**config.mk**
```make
export PLATFORM = sky130hd
export DESIGN_NAME = reception_logic
export DESIGN_NICKNAME = d
export VERILOG_FILES = /design/src/rtl/reception_logic.sv
export SDC_FILE = /design/constraint.sdc
export NUM_CORES = 1
export LEC_CHECK = 0
export BUFFER_PORTS_ARGS = -buffer_cell sky130_fd_sc_hd__buf_2
export CAP_MARGIN = 0
export CORE_MARGIN = 1.5
export CORE_UTILIZATION = 39
export CTS_BUF_LIST = sky130_fd_sc_hd__clkbuf_2 sky130_fd_sc_hd__clkbuf_4 sky130_fd_sc_hd__clkbuf_8
export CTS_CLUSTER_DIAMETER = 60
export CTS_CLUSTER_SIZE = 12
export DETAILED_ROUTE_END_ITERATION = 16
export SYNTH_ARGS = -nofsm -noshare
export SYNTH_HDL_FRONTEND = slang
export SYNTH_SLANG_ARGS = --single-unit
```
**constraint.sdc**
```tcl
create_clock -name clk -period 7.5 [get_ports clk]
set_clock_uncertainty 0.15 [all_clocks]
set_input_delay 0.375 -clock clk [delete_from_list [all_inputs] [get_ports clk]]
set_output_delay 0.375 -clock clk [all_outputs]
set_load 0.02 [all_outputs]
```
**src/rtl/reception_logic.sv**
```systemverilog
// Receive-side opponent event decoder for the multiplayer UART link.
// Tracks match phase, filters repeated hits, counts hits and watches link liveness.
module reception_logic #(
  parameter int unsigned HIT_HOLDOFF = 1024,
  parameter int unsigned TIMEOUT_CYC = 50_000_000,
  parameter int unsigned HIT_W       = 4
) (
  input  logic             clk,
  input  logic             rst,
  input  logic             multiplayer,
  input  logic [7:0]       rx_data,
  input  logic             rx_done,
  input  logic             start_game,
  input  logic             clear,
  output logic             opponent_ready,
  output logic             opponent_hit,
  output logic             opponent_game_over,
  output logic [HIT_W-1:0] hit_count,
  output logic             link_alive,
  output logic             bad_byte,
  output logic [1:0]       state
);

  localparam int unsigned HoldW = $clog2(HIT_HOLDOFF + 1);
  localparam int unsigned WdW   = $clog2(TIMEOUT_CYC + 1);

  localparam logic [HoldW-1:0] HoldLoad = HoldW'(HIT_HOLDOFF - 1);
  localparam logic [WdW-1:0]   WdMax    = WdW'(TIMEOUT_CYC);
  localparam logic [HIT_W-1:0] HitMax   = '1;

  typedef enum logic [1:0] {
    StIdle    = 2'd0,
    StLobby   = 2'd1,
    StPlaying = 2'd2,
    StOver    = 2'd3
  } state_e;

  state_e           r_state;
  logic             r_ready;
  logic             r_hit;
  logic             r_over;
  logic [HIT_W-1:0] r_hits;
  logic             r_link;
  logic             r_bad;
  logic [HoldW-1:0] r_hold;
  logic [WdW-1:0]   r_wd;

  logic w_is_r;
  logic w_is_h;
  logic w_is_l;
  logic w_recog;
  logic w_bad;

  assign w_is_r  = rx_done && (rx_data == 8'h52);
  assign w_is_h  = rx_done && (rx_data == 8'h48);
  assign w_is_l  = rx_done && (rx_data == 8'h4C);
  assign w_recog = w_is_r || w_is_h || w_is_l;
  assign w_bad   = rx_done && !w_recog;

  always_ff @(posedge clk or negedge rst) begin
    if (!rst) begin
      r_state <= StIdle;
      r_ready <= 1'b0;
      r_hit   <= 1'b0;
      r_over  <= 1'b0;
      r_hits  <= '0;
      r_link  <= 1'b0;
      r_bad   <= 1'b0;
      r_hold  <= '0;
      r_wd    <= '0;
    end else begin
      r_hit <= 1'b0;
      r_bad <= 1'b0;
      if (r_hold != '0) r_hold <= r_hold - HoldW'(1);

      if (!multiplayer) begin
        r_state <= StIdle;
        r_ready <= 1'b0;
        r_over  <= 1'b0;
        r_hits  <= '0;
        r_link  <= 1'b0;
        r_hold  <= '0;
        r_wd    <= '0;
      end else begin
        // Watchdog is held idle in IDLE; a byte discarded by clear does not refresh it.
        if (r_state == StIdle) begin
          r_wd   <= '0;
          r_link <= 1'b0;
        end else if (w_recog && !clear) begin
          r_wd   <= '0;
          r_link <= 1'b1;
        end else if (r_wd != WdMax) begin
          r_wd <= r_wd + WdW'(1);
          if (r_wd + WdW'(1) == WdMax) r_link <= 1'b0;
        end

        if (clear) begin
          r_state <= StLobby;
          r_ready <= 1'b0;
          r_over  <= 1'b0;
          r_hits  <= '0;
          r_hold  <= '0;
        end else begin
          case (r_state)
            StIdle: r_state <= StLobby;
            StLobby: begin
              r_bad <= w_bad;
              if (w_is_r) r_ready <= 1'b1;
              if (start_game) r_state <= StPlaying;
            end
            StPlaying: begin
              r_bad <= w_bad;
              if (w_is_l) begin
                r_over  <= 1'b1;
                r_state <= StOver;
              end else if (w_is_h && (r_hold == '0)) begin
                r_hit  <= 1'b1;
                r_hold <= HoldLoad;
                if (r_hits != HitMax) r_hits <= r_hits + HIT_W'(1);
              end
            end
            StOver: r_bad <= w_bad;
            default: r_state <= StIdle;
          endcase
        end
      end
    end
  end

  assign opponent_ready     = r_ready;
  assign opponent_hit       = r_hit;
  assign opponent_game_over = r_over;
  assign hit_count          = r_hits;
  assign link_alive         = r_link;
  assign bad_byte           = r_bad;
  assign state              = r_state;

endmodule

```
==> results.yml <==
timing:
  maxSlewHeadroom_pct: 28.37
  rsz0062_at_grt: "no"
  holdWs_ns: 0.1055
  max_freq_mhz: 332.7
  slew_viol_final: 0
  setup_viol: 0
  hold_viol: 0
  tns_ns: 0
  period_needed_ns: 3.006
  worstMarginPinSlew_ns: 1.074
  fin_crit_sh_pct: 40.08
route:
  firstDrtPassIters: 4
  avgRoutedWirePerCell_um: 14.22
  ant_nets: 0
  via_per_inst: 5.331
  first_iter_violations: 147
  vias: 2223
  post-route-drc-count: 0
  routed_wirelength_um: 5928
logic_synthesis:
  synthesis.nets: 321
  synth-edff-count: 0
  yosysSeqAreaShare_pct: 43.70
  yosys_most_used_dff: "dfrtp_1"
  synthArstFlopShare_pct: 100.0
  syn_area_um2: 2749
  synth_warnings: 0
  netlist_instances: 299
  syn_area_per_cell_um2: 9.194
  ys_seq_elements: 48
  synth_cell_types: 46
die:
  row_count: 30
  coreArea_um2: 6794
  die_w_um: 86.96
  io_pins: 25
  die_h_um: 86.96
  start_util_pct: 40.46
  die_area_um2: 7561
final_layout:
  num_antenna_cells: 0
  layout.nets: 342
  layout_commonest_cell: "dfrtp_1"
  syn_to_final_growth_pct: 11.20
  drive_above_1_share_pct: 13.08
  n_fill_cell: 659
  final_cell_mix: "48 x dfrtp_1, 39 x nor2_1, 24 x buf_2"
min_path:
  min_path_type: "in -> async"
global_routing:
  grt_overflow: 0
  antenna_found_initial: 0
  grt_pass1_wl_um: 10110
  gr-max-usage-layer: "met2"
  grt_pass1_vias: 2152
  met2_usage_pct: 27.91
  grt_max_degree: 49
  track_usage_pct: 17.05
  met1_usage_pct: 22.66
  use_met3_pct: 3.223
power_and_ir_drop:
  seq_power_share_pct: 40.4
  power_mw: 0.7510
  vdd_drop_max_mv: 0.1078
  internal_power_mw: 0.4935
  switching_share_pct: 34.28
  power.switching_mw: 0.2575
  cellLeakagePower_nw: 1.245
  clockPowerShare_pct: 25.5
  powerDensity_nw_per_um2: 245.7
  comb_power_share_pct: 34.1
clocking:
  cts_sinks: 48
  clock_path_buffers: 2
  ctsHoldBuffers: 0
  cts_setup_buffers: 0
  root_buffer: "clkbuf_8"
  cts_buffers: 5
  clk_pin_slew_ns: 0.09
  cts_tree: "built"
  clkLatencyLatePin_ns: 0.30
  h-tree-depth: 2
  post_cts_resized: 0
run:
  cap_violations: 0
critical_path:
  cp.required_ns: 7.54
  path_cells: "ha_1 -> nand2_1 -> nor3_1 -> nand4_1 -> xnor2_1 -> or4b_1 -> nor3_1 -> a21oi_1"
  cp_top_family: "simple AND/OR/NAND/NOR gates"
  crit_type: "reg -> reg"
  critPathBufInv: 0
  setup.worst_path.end_class: "flip-flop"
  crit_path_start_kind: "flip-flop"
  max_stage_delay_ns: 0.59
  cpMostUsedCell: "nor3_1"
  cp_slowest_cell: "nor3_1"
  worstPathMaxFanout: 6
  ff2ff_path_depth: 8
  r2r_setup_slack_ns: 4.49
  r2r_start: "r_wd[0]"
  arrival_ns: 3.05
  timing.rr.end: "link_alive"
placement:
  dp_hpwl_um: 4237
  gp_congestion: 0.8794
  port_buffers: 24
status:
  outcome: "finished clean"
[synth_stat cells, types with 3 or more instances]
master     n  area, um2
mux2i_1    3      30.03
o21ai_1    3      15.01
xnor2_1   17      148.9
a31oi_1    4      25.02
or4_1      4      30.03
nand4_1    9      56.30
nor4_1     7      43.79
nand2_1   22      82.58
nor2b_1    4      25.02
inv_1     13      48.80
nor3_1    10      50.05
xor2_1    13      113.9
nand4b_1   3      26.28
or3_1      6      37.54
nand3_1   11      55.05
nand2b_1   6      37.54
a211oi_1   3      22.52
nor2_1    39      146.4
o21ai_0   17      85.08
a21oi_1   12      60.06
ha_1       8      100.1
dfrtp_1   48       1201
clkbuf_1   7      26.28
[power by group through the flow]
stage               registers [mW]  logic (mW)  clock network, mW
floorplan                    0.306       0.206                  0
global placement             0.308       0.251                  0
detailed placement           0.309       0.257                  0
CTS                          0.304       0.259              0.196
global route                 0.308       0.296              0.204
finish                       0.304       0.256              0.191
[flip-flops by register name, summed over array words and instances, names as in the netlist]
register / cells
hit_count: 4
link_alive: 1
r_hold: 11
opponent_game_over: 1
opponent_ready: 1
bad_byte: 1
opponent_hit: 1
state: 2
r_wd: 26
[cell type report]
| type | count | area, um2 | area share [%] |
|---|---|---|---|
| well taps | 96 | 120.1 | 3.930 |
| inverters | 13 | 48.80 | 1.596 |
| repair buffers | 24 | 120.1 | 3.930 |
| flip-flops and latches | 48 | 1201 | 39.30 |
| clock buffers | 6 | 76.32 | 2.497 |
| clock inverters | 2 | 35.03 | 1.146 |
| multi-input cells | 228 | 1455 | 47.61 |
[worst reg2reg max path: stages (launching register included)]
cell	delay, ns
dfrtp_1	0.44
ha_1	0.32
nand2_1	0.18
nor3_1	0.59
nand4_1	0.28
xnor2_1	0.20
or4b_1	0.50
nor3_1	0.16
a21oi_1	0.09
[through the flow]
stage                     cell area, um2  std cells  worst slack, ns  util [%]
after floorplan                     2749        299            5.002         -
after global placement              2945        409            4.719     43.35
after detailed placement            2945        409            4.538     43.35
after CTS                           3057        417            4.526     44.99
after global routing                3057        417            4.238     44.99
final                               3057        417            4.494     44.99
[routing by layer]
| metal | part of all wire [%] | vias up | routed length, um |
|---|---|---|---|
| met4 | 1.2 | 0 | 74 |
| met3 | 3.9 | 6 | 234 |
| li1 | - | 1097 | - |
| met1 | 48 | 1074 | 2860 |
| met2 | 47 | 46 | 2759 |
| met5 | 0 | - | 0 |
[worst max path at each step]
| stage | start | end | cells past startpoint |
|---|---|---|---|
| floorplan | r_wd[0] | link_alive | 8 |
| CTS | r_wd[0] | link_alive | 8 |
| global placement | r_wd[0] | link_alive | 8 |
| global route | r_wd[0] | link_alive | 8 |
| finish | r_wd[0] | link_alive | 8 |
| detailed placement | r_wd[0] | link_alive | 8 |
[cells by family (layout without fill, tap and decap cells)]
group                      after synthesis  in the layout  share of synthesized area, %
xor gates and xnor gates                30             30                         9.558
and+or+nand+nor                        139            139                         28.17
DFF                                     48             48                         43.70
muxes                                    3              3                         1.092
buffers and inverters                   23             45                         3.369
AOI/OAI and AO/OA                       48             48                         10.47
adders and majority gates                8              8                         3.641
Note: power is estimated with default switching activity, not from simulation.
